<file path="config.mk">
export PLATFORM = sky130hd
export DESIGN_NAME = soc_gpio_edge_pio_flat
export DESIGN_NICKNAME = d
export VERILOG_FILES = /design/src/rtl/soc_gpio_edge_pio_if.sv /design/src/rtl/soc_gpio_edge_pio.sv /design/src/flat_wrapper.sv
export SDC_FILE = /design/constraint.sdc
export NUM_CORES = 1
export LEC_CHECK = 0
export ABC_AREA = 1
export BUFFER_PORTS_ARGS = -buffer_cell sky130_fd_sc_hd__buf_2
export CORE_ASPECT_RATIO = 0.5
export CORE_MARGIN = 2
export CORE_UTILIZATION = 52
export DETAILED_ROUTE_END_ITERATION = 7
export PLACE_DENSITY_LB_ADDON = 0.25
export SYNTH_ARGS = -nofsm -noshare
export SYNTH_HDL_FRONTEND = slang
export SYNTH_SLANG_ARGS = --single-unit
export TNS_END_PERCENT = 20
</file>
<file path="constraint.sdc">
create_clock -name clk -period 1.65 [get_ports clk]
set_clock_uncertainty 0.2 [all_clocks]
set_input_delay 0.2475 -clock clk [delete_from_list [all_inputs] [get_ports clk]]
set_output_delay 0.2475 -clock clk [all_outputs]
set_load 0.02 [all_outputs]
</file>
<file path="src/rtl/soc_gpio_edge_pio_if.sv">
// Register bus for soc_gpio_edge_pio.
//   address    : register select (3 bits)
//   chipselect : slave select
//   write_n    : active-low write strobe
//   writedata  : write data (bits above the port width are ignored by the slave)
//   readdata   : registered read data, valid one clock after address is presented
interface soc_gpio_edge_pio_if;
   logic [2:0]  address;
   logic        chipselect;
   logic        write_n;
   logic [31:0] writedata;
   logic [31:0] readdata;

   modport master (
      output address,
      output chipselect,
      output write_n,
      output writedata,
      input  readdata
   );

   modport slave (
      input  address,
      input  chipselect,
      input  write_n,
      input  writedata,
      output readdata
   );
endinterface

</file>
<file path="src/rtl/soc_gpio_edge_pio.sv">
// General-purpose I/O port with synchronised inputs and per-bit edge capture interrupt.
//   clk      : system clock, all state changes on its rising edge
//   reset_n  : asynchronous active-low reset
//   bus      : register bus (slave side)
//              0 data (read sync input / write data_out), 1 direction, 2 irqmask,
//              3 edgecapture (write-1-to-clear), 4 outset, 5 outclear, 6-7 reserved
//   in_port  : asynchronous external inputs
//   out_port : output data register
//   oe_port  : direction register, 1 = drive
//   irq      : level interrupt, OR of edgecapture & irqmask
module soc_gpio_edge_pio #(
   parameter int unsigned           DATA_WIDTH  = 10,
   parameter int unsigned           SYNC_STAGES = 2,
   parameter int unsigned           EDGE_TYPE   = 0,
   parameter logic [DATA_WIDTH-1:0] OUT_RESET   = '0
) (
   input  logic                  clk,
   input  logic                  reset_n,
   soc_gpio_edge_pio_if.slave    bus,
   input  logic [DATA_WIDTH-1:0] in_port,
   output logic [DATA_WIDTH-1:0] out_port,
   output logic [DATA_WIDTH-1:0] oe_port,
   output logic                  irq
);

   localparam logic [2:0] AddrData = 3'd0;
   localparam logic [2:0] AddrDir  = 3'd1;
   localparam logic [2:0] AddrMask = 3'd2;
   localparam logic [2:0] AddrEdge = 3'd3;
   localparam logic [2:0] AddrSet  = 3'd4;
   localparam logic [2:0] AddrClr  = 3'd5;

   localparam int unsigned     CntW    = 3;
   localparam logic [CntW-1:0] SupLoad = CntW'(SYNC_STAGES + 1);

   logic [DATA_WIDTH-1:0] sync_q [SYNC_STAGES];
   logic [DATA_WIDTH-1:0] sync_in;
   logic [DATA_WIDTH-1:0] prev_q;
   logic [DATA_WIDTH-1:0] dout_q, dout_d;
   logic [DATA_WIDTH-1:0] dir_q, dir_d;
   logic [DATA_WIDTH-1:0] mask_q, mask_d;
   logic [DATA_WIDTH-1:0] ec_q, ec_d;
   logic [DATA_WIDTH-1:0] clr;
   logic [DATA_WIDTH-1:0] edge_raw;
   logic [DATA_WIDTH-1:0] wdata;
   logic [31:0]           rd_q, rd_d;
   logic [CntW-1:0]       cnt_q, cnt_d;
   logic                  wr_en;

   assign wr_en   = bus.chipselect & ~bus.write_n;
   assign wdata   = bus.writedata[DATA_WIDTH-1:0];
   assign sync_in = sync_q[SYNC_STAGES-1];

   if (DATA_WIDTH < 32) begin : g_unused_wd
      logic unused_wd;
      assign unused_wd = ^bus.writedata[31:DATA_WIDTH];
   end

   // Input synchroniser chain.
   always_ff @(posedge clk or negedge reset_n) begin
      if (!reset_n) begin
         for (int i = 0; i < SYNC_STAGES; i++) sync_q[i] <= '0;
      end else begin
         sync_q[0] <= in_port;
         for (int i = 1; i < SYNC_STAGES; i++) sync_q[i] <= sync_q[i-1];
      end
   end

   always_comb begin
      dout_d = dout_q;
      dir_d  = dir_q;
      mask_d = mask_q;
      clr    = '0;
      if (wr_en) begin
         case (bus.address)
            AddrData: dout_d = wdata;
            AddrDir:  dir_d  = wdata;
            AddrMask: mask_d = wdata;
            AddrEdge: clr    = wdata;
            AddrSet:  dout_d = dout_q | wdata;
            AddrClr:  dout_d = dout_q & ~wdata;
            default:  ;
         endcase
      end

      if (EDGE_TYPE == 0) begin
         edge_raw = sync_in & ~prev_q;
      end else if (EDGE_TYPE == 1) begin
         edge_raw = ~sync_in & prev_q;
      end else begin
         edge_raw = sync_in ^ prev_q;
      end

      // Edges are ignored until the reset-state pipeline has flushed; a new edge
      // overrides a same-cycle clear.
      ec_d = ec_q & ~clr;
      if (cnt_q == '0) ec_d = ec_d | edge_raw;

      cnt_d = (cnt_q != '0) ? cnt_q - CntW'(1) : cnt_q;

      case (bus.address)
         AddrData: rd_d = 32'(sync_in);
         AddrDir:  rd_d = 32'(dir_q);
         AddrMask: rd_d = 32'(mask_q);
         AddrEdge: rd_d = 32'(ec_q);
         default:  rd_d = '0;
      endcase
   end

   always_ff @(posedge clk or negedge reset_n) begin
      if (!reset_n) begin
         dout_q <= OUT_RESET;
         dir_q  <= '0;
         mask_q <= '0;
         ec_q   <= '0;
         prev_q <= '0;
         rd_q   <= '0;
         cnt_q  <= SupLoad;
      end else begin
         dout_q <= dout_d;
         dir_q  <= dir_d;
         mask_q <= mask_d;
         ec_q   <= ec_d;
         prev_q <= sync_in;
         rd_q   <= rd_d;
         cnt_q  <= cnt_d;
      end
   end

   assign bus.readdata = rd_q;
   assign out_port     = dout_q;
   assign oe_port      = dir_q;
   assign irq          = |(ec_q & mask_q);

endmodule

</file>
<file path="src/flat_wrapper.sv">
// flat-port wrapper written by rule: the top's interface ports become plain ports
module soc_gpio_edge_pio_flat 
#(
   parameter int unsigned           DATA_WIDTH  = 10,
   parameter int unsigned           SYNC_STAGES = 2,
   parameter int unsigned           EDGE_TYPE   = 0,
   parameter logic [DATA_WIDTH-1:0] OUT_RESET   = '0
)
  (clk, reset_n, in_port, out_port, oe_port, irq, bus_address, bus_chipselect, bus_write_n, bus_writedata, bus_readdata);
  soc_gpio_edge_pio_if bus_i ();
  input  logic clk;
  input  logic reset_n;
  input  logic [DATA_WIDTH-1:0] in_port;
  output logic [DATA_WIDTH-1:0] out_port;
  output logic [DATA_WIDTH-1:0] oe_port;
  output logic irq;
  input wire logic [$bits(bus_i.address)-1:0] bus_address;
  input wire logic [$bits(bus_i.chipselect)-1:0] bus_chipselect;
  input wire logic [$bits(bus_i.write_n)-1:0] bus_write_n;
  input wire logic [$bits(bus_i.writedata)-1:0] bus_writedata;
  output wire logic [$bits(bus_i.readdata)-1:0] bus_readdata;
  assign bus_i.address = bus_address;
  assign bus_i.chipselect = bus_chipselect;
  assign bus_i.write_n = bus_write_n;
  assign bus_i.writedata = bus_writedata;
  assign bus_readdata = bus_i.readdata;
  soc_gpio_edge_pio #(.DATA_WIDTH(DATA_WIDTH), .SYNC_STAGES(SYNC_STAGES), .EDGE_TYPE(EDGE_TYPE), .OUT_RESET(OUT_RESET)) u_core (.clk(clk), .reset_n(reset_n), .bus(bus_i), .in_port(in_port), .out_port(out_port), .oe_port(oe_port), .irq(irq));
endmodule
</file>
==> key figures, run 1 <==
Outcome
  – Status: finished with violations
  – Violated checks: negative setup slack

Flow run
  – Max-cap violations: 0

Floorplan
  – Core area: 6670 µm²
  – Initial core utilization: 0.536
  – Die Width: 121 µm
  – Die Y: 62.7 µm
  – Die area: roughly 7600 µm²
  – Row Count: 21
  – Num ports: 102

Timing
  – Final worst path period need: around 1700 ps
  – Period utilisation layout: 1.04
  – WHS: 64.3 ps
  – # setup viols final: 1
  – TNS Setup: -73.5 ps
  – Final hold vios: 0
  – F_max: between 500 and 600 MHz
  – Final Max Tran Viols: 0
  – Final WS setup: -73.5 ps
  – RSZ-0062 raised after global routing: true

Setup path
  – Worst setup startpoint: u_core.mask_q[0]
  – CP Max Fanout: 2
  – Critical Path Sink Type: output pin
  – Reg2reg start: u_core.cnt_q[0]
  – RR Endpoint: u_core.ec_q[0]
  – Critical path class: reg2out
  – Worst path required time: ~1200 ps
  – Startpoint class of the critical path: register
  – Worst Reg-to-Reg Cells: 8
  – R2R Setup Slk: about 50 ps
  – Worst EP arrival: approximately 1300 ps

Route
  – Antenna viol nets, final: 0
  – Wire per inst: 14.7 µm
  – Pre-Repair DR Iteration Count: 5
  – Vias per Instance: 5.11
  – Detailed Route WL: 8340 µm
  – Drt first-iter violations: ~190
  – # DRC: 0
  – Via count: 2,893

GRT
  – Maximum number of pins on one net before global-route repair: 35
  – Grt ovf: 0
  – Global-route wire length before repair: 13,900 µm
  – Vias in the first global route: slightly below 3,000
  – Antenna violations before repair: 0
  – GRT Total Usage: 0.242

Clocking
  – CTS tree: yes
  – Clock root cell: clkbuf_16
  – # clock sinks: 83
  – Clock transition at path regs: 60 ps
  – H-Tree Depth: 3
  – TritonCTS Buffers: 9
  – Worst-skew pair later-pin latency: around 340 ps
  – Clock Path Buffers: 2

Power
  – Sw Share: 0.279
  – Pleak: 2.26 nW
  – Clock network fraction of total power: 0.379
  – Peak supply drop: between 0.7 and 0.8 mV
  – Power per Cell Area: approximately 1200 nW/µm²
  – Pint: between 0.003 and 0.004 W
  – Logic pwr share: 0.175
  – Final Power: roughly 0.0054 W
  – Switch Pwr: ~0.0015 W
  – Seq pwr share: 0.446

Place
  – Port-buffer cells: 57
  – Hpwl dp: 5570 µm
  – Placed instance area: 3940 µm²
  – RD Place Congestion: slightly below 0.9

Synthesis
  – Synthesis-stage register bit count: a little over 80
  – Cells after synthesis: about 370
  – Synthesized area: approximately 3600 µm²
  – Synth warn: 0
  – Library cells used by synthesis: 27
  – Sequential fraction of the synthesis area: 0.581
  – Avg Cell Area, Syn: between 9 and 10 µm²

Cells and area
  – Layout cells sized above 1: 0.253
  – Layout net count: 520
  – Area growth syn-to-layout: 25.9%
  – Most frequent cells in the layout: nand2_1 (95), dfrtp_1 (81), buf_2 (55)
  – Fin area: approximately 4500 µm²
  – Antenna diodes: 0
  – Filler instances: between 500 and 600
  – Commonest non-fill, non-tap cell in the layout: nand2_1

Hold path
  – Worst hold path type: in2reg
  – Hold path endpoint: u_core.out_port[9]
  – Hold path depth: 5
  – Hold_sp: bus_writedata[9]
==> cell usage after synthesis, drive strengths merged <==
cell type / number / area, µm²
o21ai: 30 / 150
nand4: 22 / 138
xnor2: 1 / 8.76
nor3: 4 / 30.0
dfrtp: 81 / 2030
ha: 2 / 25.0
o31ai: 8 / 87.6
xor2: 1 / 8.76
nor2: 19 / 78.8
buf: 37 / 264
inv: 35 / 131
conb: 1 / 3.75
nand2: 98 / 375
a21oi: 3 / 26.3
nand3: 30 / 173
dfstp: 2 / 52.6
==> per-layer routing <==
metal | vias to the layer above | wire, µm | track usage
met4 | 0 | 124 | 0.105
met5 | - | 0 | 0
met3 | 18 | 608 | 0.0712
met2 | 126 | 3900 | 0.374
met1 | 1389 | 3710 | 0.321
li1 | 1360 | - | -
==> registers in the layout (all words and copies together) (netlist names) <==
register,count
u_core.mask_q,10
u_core.cnt_q,3
u_core.sync_in,10
u_core.ec_q,10
u_core.bus.readdata,10
u_core.sync_q,10
u_core.out_port,10
u_core.prev_q,10
u_core.oe_port,10
==> per-stage QoR <==
stage                     utilization  worst slack [ps]  cells
after floorplan                     -               212    395
after global routing            0.675              -151    566
after CTS                       0.672             -96.0    564
after detailed placement        0.591              14.9    523
final                           0.675             -73.5    566
after global placement          0.591               109    523
==> timing repair <==
action,CTS,global route
endpoints found under the hold margin,97,0
buffers inserted,8,2
hold buffers,17,0
endpoints found under the setup margin,2,5
pin swaps,2,0
resized for setup,2,3
==> power by group through the flow <==
stage | logic (W) | registers [W] | clock network, W
after floorplan | 0.000409 | 0.00256 | 0
after global placement | 0.000819 | 0.00241 | 0
after detailed placement | 0.000844 | 0.00242 | 0
after CTS | 0.000924 | 0.00238 | 0.00207
after global routing | 0.00103 | 0.00241 | 0.00217
final | 0.000937 | 0.00239 | 0.00203
==> critical path, stage by stage, from the launching register on <==
cell	delay, ps
dfrtp_1	390
nand2_1	100
nand4_1	100
nor2_1	110
nand3_1	100
buf_6	140
==> layout make-up <==
type | instances | area (µm²) | area share
Timing Repair Buffer | 100 | 684 | 0.152
Sequential cell | 83 | 2080 | 0.462
Clock buffer | 13 | 260 | 0.0578
Tap cell | 92 | 115 | 0.0255
Multi-Input combinational cell | 240 | 1190 | 0.264
Clock inverter | 3 | 46.3 | 0.0103
Inverter | 35 | 131 | 0.0292
==> cell families after synthesis <==
kind of cell / Yosys count / share of synthesized area
adders and majority gates: 2 / 0.00699
buffers and inverters: 72 / 0.110
AOI/OAI and AO/OA: 41 / 0.0737
and+or+nand+nor: 173 / 0.222
DFF: 83 / 0.581
xor gates and xnor gates: 2 / 0.00489
other: 1 / 0.00105
==> worst max path at each step <==
stage	end	slack, ps	depth (start not counted)
after global placement	u_core.ec_q[2]	110	8
after floorplan	u_core.ec_q[3]	210	6
final	irq	-70	5
after detailed placement	u_core.ec_q[9]	10	8
after CTS	irq	-100	5
after global routing	irq	-150	5
Power figures use the tool's default switching activity.
==> inputs of run 2 (changes only) <==
--- a/config.mk
+++ b/config.mk
@@ -9,7 +9,7 @@
 export BUFFER_PORTS_ARGS = -buffer_cell sky130_fd_sc_hd__buf_2
 export CORE_ASPECT_RATIO = 0.5
 export CORE_MARGIN = 2
-export CORE_UTILIZATION = 52
+export CORE_UTILIZATION = 45
 export DETAILED_ROUTE_END_ITERATION = 7
 export PLACE_DENSITY_LB_ADDON = 0.25
 export SYNTH_ARGS = -nofsm -noshare
==> run 2 against run 1 <==
The flow still finishes with violations (negative setup slack). Global-route usage decreased by 4.8 points. Count of clock-buffer cells in the layout decreased by 4. Via count decreased by 5.4%. Combinational power decreased by 7.3%. Sequential power about the same. Sequential share of layout area increased by 0.68 points. Routed wire length decreased by 5.4%. Sequential cell count unchanged. Core utilization decreased by 8.4 points. Non-clock buffer count decreased by 8. Hold slack got worse by 8.2 ps. Power decreased by 4.7%. Highest routed layer unchanged.
==> key figures, run 2 (synthesis results as in run 1) <==
Power
  – Sw Share: 0.297 (was 0.279)
  – Power per Cell Area: 1150 nW/µm² (was 1190 nW/µm²)
  – Seq pwr share: 0.470 (was 0.446)
  – Pint: 0.00359 W (was 0.00386 W)
  – Peak supply drop: 0.520 mV (was 0.743 mV)
  – Clock network fraction of total power: 0.360 (was 0.379)
  – Pleak: 2.21 nW (was 2.26 nW)
  – Logic pwr share: 0.170 (was 0.175)
  – Switch Pwr: 0.00151 W (was 0.00149 W)

GRT
  – Vias in the first global route: 2,533 (was 2,904)
  – Global-route wire length before repair: 12,400 µm (was 13,900 µm)
  – Antenna violations before repair: 0 (unchanged)
  – GRT Total Usage: 0.194 (was 0.242)
  – Grt ovf: 0 (unchanged)
  – Maximum number of pins on one net before global-route repair: 36 (was 35)

Clocking
  – H-Tree Depth: 3 (unchanged)
  – Worst-skew pair later-pin latency: 340 ps (about the same)
  – # clock sinks: 83 (unchanged)
  – Clock Path Buffers: 2 (unchanged)
  – Clock root cell: clkbuf_16 (unchanged)
  – Clock transition at path regs: 60 ps (about the same)
  – CTS tree: yes (unchanged)
  – TritonCTS Buffers: 9 (unchanged)

Place
  – Port-buffer cells: 57 (unchanged)
  – Post-Place Cells: 541 (was 523)
  – Hpwl dp: 5480 µm (was 5570 µm)
  – RD Place Congestion: 0.811 (was 0.873)

Setup path
  – Critical Path Sink Type: output pin (unchanged)
  – Critical path class: reg2out (unchanged)
  – Reg2reg start: u_core.cnt_q[0] (unchanged)
  – Crit-path cells: nand2_2 -> nand4_1 -> nor2_1 -> nand3_1 -> buf_2 (was nand2_1 -> nand4_1 -> nor2_1 -> nand3_1 -> buf_6)
  – Worst EP arrival: 1330 ps (was 1280 ps)
  – Slowest stage delay, CP: 430 ps (was 390 ps)
  – Worst path required time: 1200 ps (about the same)
  – Worst setup startpoint: u_core.ec_q[1] (was u_core.mask_q[0])
  – R2R Setup Slk: 100 ps (was 50 ps)
  – Critical Path Sink: irq (unchanged)
  – CP Max Fanout: 3 (was 2)
  – Crit-path slowest cell: dfrtp_1 (unchanged)
  – Worst Reg-to-Reg Cells: 8 (unchanged)
  – Startpoint class of the critical path: register (unchanged)
  – RR Endpoint: u_core.ec_q[2] (was u_core.ec_q[0])

Hold path
  – Worst hold path type: in2reg (unchanged)

Route
  – Top layer in use: met4 (unchanged)
  – Drt first-iter violations: 181 (was 187)
  – M1 WL: 3760 µm (was 3710 µm)
  – Pre-Repair DR Iteration Count: 4 (was 5)
  – Wire per inst: 13.7 µm (was 14.7 µm)
  – Vias per Instance: 4.77 (was 5.11)
  – Antenna viol nets, final: 0 (unchanged)
  – Detailed Route WL: 7890 µm (was 8340 µm)
  – # DRC: 0 (unchanged)
  – Metal2 WL: 3460 µm (was 3900 µm)
  – DR WL met3: 634 µm (was 608 µm)
  – Via count: 2,736 (was 2,893)

Cells and area
  – Most frequent cells in the layout: nand2_1 (94), dfrtp_1 (81), buf_2 (56) (was nand2_1 (95), dfrtp_1 (81), buf_2 (55))
  – Commonest non-fill, non-tap cell in the layout: nand2_1 (unchanged)
  – Layout Utilization: 0.591 (was 0.675)
  – Antenna diodes: 0 (unchanged)
  – Final Non-Filler Cells: 574 (was 566)
  – Layout cells sized above 1: 0.245 (was 0.253)
  – Layout net count: 512 (was 520)
  – Area growth syn-to-layout: 24.0% (was 25.9%)

Timing
  – F_max: 562 MHz (was 580 MHz)
  – Final hold vios: 0 (unchanged)
  – RSZ-0062 raised after global routing: true (unchanged)
  – Final worst path period need: 1780 ps (was 1720 ps)
  – Period utilisation layout: 1.08 (was 1.04)
  – # setup viols final: 1 (unchanged)
  – Final Max Tran Viols: 0 (unchanged)
  – Final WS setup: -130 ps (was -73.5 ps)

Floorplan
  – Initial core utilization: 0.476 (was 0.536)
  – Row Count: 22 (was 21)
  – Die Width: 130 µm (was 121 µm)
  – Die area: 8730 µm² (was 7600 µm²)
  – Die Y: 67.1 µm (was 62.7 µm)
  – Core area: 7510 µm² (was 6670 µm²)
  – Num ports: 102 (unchanged)

Outcome
  – Violated checks: negative setup slack (unchanged)
  – Status: finished with violations (unchanged)

Flow run
  – Max-cap violations: 0 (unchanged)
==> run 2: per-layer routing <==
layer  up-vias  track usage
met3         5       0.0610
met5         -            0
met4         0       0.0578
li1       1344            -
met1      1279        0.264
met2       108        0.300
==> run 2: timing repair <==
| action | in CTS | in global routing |
|---|---|---|
| gates resized for setup | 0 | 3 |
| hold buffers | 17 | 0 |
| endpoints found under the setup margin | 1 | 5 |
| setup buffers | 0 | 0 |
| endpoints found under the hold margin | 46 | 0 |
==> run 2: worst min-delay path by stage <==
stage                                   endpoint  slack (ps)             start  depth (start not counted)
after floorplan           u_core.bus.readdata[0]        -250           reset_n                          0
after global placement         u_core.sync_q[18]          40           reset_n                          1
after detailed placement       u_core.sync_in[6]          40           reset_n                          1
after CTS                     u_core.out_port[2]          40  bus_writedata[2]                          5
after global routing          u_core.out_port[0]          80  bus_writedata[0]                          5
final                         u_core.out_port[2]          60  bus_writedata[2]                          5
==> run 2: through the flow <==
step,power [W],TNS (ps),setup slack (ps),instance area [µm²],hold slack [ps]
after global placement,0.00325,0,104,3990,37.0
final,0.00510,-130,-130,4440,56.1
after detailed placement,0.00327,0,90.0,3990,40.6
after CTS,0.00515,-162,-162,4440,44.6
after floorplan,0.00297,0,212,3660,-248
after global routing,0.00537,-258,-200,4440,77.0
==> run 2: power by group through the flow <==
stage / Combinational (W) / Clock, W / Sequential [W]
CTS: 0.000875 / 0.00188 / 0.00239
global placement: 0.000828 / 0 / 0.00242
floorplan: 0.000409 / 0 / 0.00256
finish: 0.000869 / 0.00183 / 0.00240
global route: 0.000965 / 0.00199 / 0.00242
detailed placement: 0.000839 / 0 / 0.00243
==> run 2: worst max-delay path: cells and delay by family, from the launching register on <==
kind,cells,cell delay [ps]
buffers and inverters,1,170
and+or+nand+nor,4,400
DFF,1,430
==> run 2: final cells by class <==
class,instances,area (µm²)
fill,666,3070
tap,108,135
inverter,35,131
timing repair buffer,92,631
clock inverter,7,50.0
clock buffer,9,225
multi-input combinational,240,1190
sequential,83,2080
==> inputs of run 3 (changes only) <==
--- a/config.mk
+++ b/config.mk
@@ -15,4 +15,4 @@
 export SYNTH_ARGS = -nofsm -noshare
 export SYNTH_HDL_FRONTEND = slang
 export SYNTH_SLANG_ARGS = --single-unit
-export TNS_END_PERCENT = 20
+export TNS_END_PERCENT = 30
==> constraint.sdc (replaced) <==
create_clock -name clk -period 1.4 [get_ports clk]
set_clock_uncertainty 0.2 [all_clocks]
set_input_delay 0.21 -clock clk [delete_from_list [all_inputs] [get_ports clk]]
set_output_delay 0.21 -clock clk [all_outputs]
set_load 0.02 [all_outputs]
==> run 3 against run 2 <==
The run still ends with negative setup slack left. Cell count increased by 3.3%. Sequential share of layout area shrank 2.5 points. Critical path depth unchanged. Die area stayed put. Power grew 24%. Routed wire length grew 4.5%. Largest cell class unchanged. Largest power group unchanged.
==> key figures, run 3 (synthesis results as in run 1) <==
Route
  – Antenna viol nets, final: 0 (unchanged)
  – Wire per inst: 13.9 µm (was 13.7 µm)
  – Drt first-iter violations: 204 (was 181)
  – Vias per Instance: 4.73 (was 4.77)
  – Pre-Repair DR Iteration Count: 4 (unchanged)
  – Via count: 2,806 (was 2,736)
  – # DRC: 0 (unchanged)
  – Detailed Route WL: 8240 µm (was 7890 µm)

Clocking
  – TritonCTS Buffers: 9 (unchanged)
  – Clock Path Buffers: 2 (unchanged)
  – CTS tree: yes (unchanged)
  – # clock sinks: 83 (unchanged)
  – H-Tree Depth: 3 (unchanged)
  – Worst-skew pair later-pin latency: 340 ps (about the same)
  – Clock root cell: clkbuf_16 (unchanged)
  – Clock transition at path regs: 50 ps (was 60 ps)

Power
  – Clock network fraction of total power: 0.383 (was 0.360)
  – Sw Share: 0.279 (was 0.297)
  – Power per Cell Area: 1350 nW/µm² (was 1150 nW/µm²)
  – Final Power: 0.00634 W (was 0.00510 W)
  – Logic pwr share: 0.173 (was 0.170)
  – Peak supply drop: 1.01 mV (was 0.520 mV)
  – Seq pwr share: 0.443 (was 0.470)
  – Pleak: 2.33 nW (was 2.21 nW)
  – Switch Pwr: 0.00177 W (was 0.00151 W)
  – Pint: 0.00457 W (was 0.00359 W)

Outcome
  – Status: finished with violations (unchanged)
  – Violated checks: negative setup slack (unchanged)

Timing
  – Period utilisation layout: 1.23
  – Final WS setup: -322 ps (was -130 ps)
  – Final hold vios: 0 (unchanged)
  – Final Max Tran Viols: 0 (unchanged)
  – F_max: just under 600 MHz
  – # setup viols final: 11 (was 1)
  – Final worst path period need: about 1700 ps
  – RSZ-0062 raised after global routing: true (unchanged)

GRT
  – GRT Total Usage: 0.207 (was 0.194)
  – Global-route wire length before repair: 13,100 µm (was 12,400 µm)
  – Vias in the first global route: 2,638 (was 2,533)
  – Grt ovf: 0 (unchanged)
  – Maximum number of pins on one net before global-route repair: 26 (was 36)
  – Antenna violations before repair: 0 (unchanged)

Cells and area
  – Layout net count: 531 (was 512)
  – Commonest non-fill, non-tap cell in the layout: nand2_1 (unchanged)
  – Most frequent cells in the layout: nand2_1 (95), dfrtp_1 (81), buf_2 (55) (was nand2_1 (94), dfrtp_1 (81), buf_2 (56))
  – Antenna diodes: 0 (unchanged)
  – Layout Utilization: 0.625 (was 0.591)
  – Area growth syn-to-layout: 31.1% (was 24.0%)
  – Layout cells sized above 1: 0.289 (was 0.245)
  – Fin area: 4690 µm² (was 4440 µm²)

Flow run
  – Max-cap violations: 0 (unchanged)

Floorplan
  – Num ports: 102 (unchanged)
  – Core area: 7510 µm² (unchanged)
  – Die Width: 130 µm (unchanged)
  – Die area: 8730 µm² (unchanged)
  – Row Count: 22 (unchanged)
  – Die Y: 67.1 µm (unchanged)
  – Initial core utilization: 0.476 (unchanged)

Place
  – Port-buffer cells: 57 (unchanged)
  – Placed instance area: 4110 µm² (was 3990 µm²)
  – Hpwl dp: 5590 µm (was 5480 µm)
  – RD Place Congestion: 0.799 (was 0.811)

Hold path
  – Worst hold path type: in2reg (unchanged)

Setup path
  – CP Max Fanout: 2 (was 3)
  – Critical path class: reg2out (unchanged)
  – R2R Setup Slk: -110 ps (was 100 ps)
  – Startpoint class of the critical path: register (unchanged)
  – Worst path required time: 990 ps (was 1200 ps)
  – Worst EP arrival: 1310 ps (was 1330 ps)
  – Critical Path Sink Type: output pin (unchanged)
run 3: changes by cell type in the layout (fill, tap and decap cells not counted), sizes merged:
cell	previous run	this run
buf	75	93
bufinv	0	1
clkbuf	9	12
clkinvlp	3	1
inv	37	36
run 3: what timing repair did:
item	CTS	global route
pin swaps	4	6
hold buffers	17	0
gates resized for setup	10	7
hold endpoints to repair	113	0
buffers inserted	4	0
cloned	1	0
setup endpoints to repair	13	14
run 3: power groups by stage:
stage	combinational, W	clock, W	sequential (W)
3_3_place_gp	0.00101	0	0.00285
3_5_place_dp	0.00102	0	0.00285
4_1_cts	0.00110	0.00249	0.00281
5_1_grt	0.00122	0.00260	0.00284
6_report	0.00110	0.00243	0.00281
2_1_floorplan	0.000482	0	0.00302
run 3: worst paths after layout:
path,start,to,depth (start not counted)
max,u_core.ec_q[2],irq,5
min,bus_writedata[1],u_core.out_port[1],5
max reg2reg,u_core.cnt_q[1],u_core.ec_q[6],6
min reg2reg,u_core.sync_q[15],u_core.sync_in[5],0
max in group asynchronous,reset_n,u_core.ec_q[2],3
min in group asynchronous,reset_n,u_core.cnt_q[2],2
run 3: area by class of cell:
cell class	count	area (µm²)
Fill cell	654	2820
Sequential cell	83	2080
Multi-Input combinational cell	240	1240
Timing Repair Buffer	110	785
Clock buffer	12	256
Tap cell	108	135
Inverter	35	134
Clock inverter	4	56.3
Timing Repair inverter	1	7.51
run 3: through the flow:
stage	std cells	setup slack, ps	hold slack [ps]	TNS (ps)
after floorplan	395	-21.8	-286	-86.5
after global placement	555	-109	-88.3	-612
after detailed placement	555	-153	-83.9	-1110
after CTS	593	-321	2.86	-874
after global routing	593	-399	43.2	-1780
final	593	-322	17.4	-1010
run 3: worst max-delay path, cell delays in order, from the launching register on:
cell     delay, ps
dfrtp_1        390
nand2_1         80
nand4_1        130
nor2_1         120
nand3_1        110
buf_6          150
run 3: per-layer routing:
| layer | vias to the layer above | routed length (µm) | global-route usage |
|---|---|---|---|
| met3 | 13 | 500 | 0.0466 |
| met5 | - | 0 | 0 |
| met1 | 1318 | 3940 | 0.291 |
| met4 | 0 | 131 | 0.0914 |
| met2 | 85 | 3670 | 0.310 |
| li1 | 1390 | - | - |
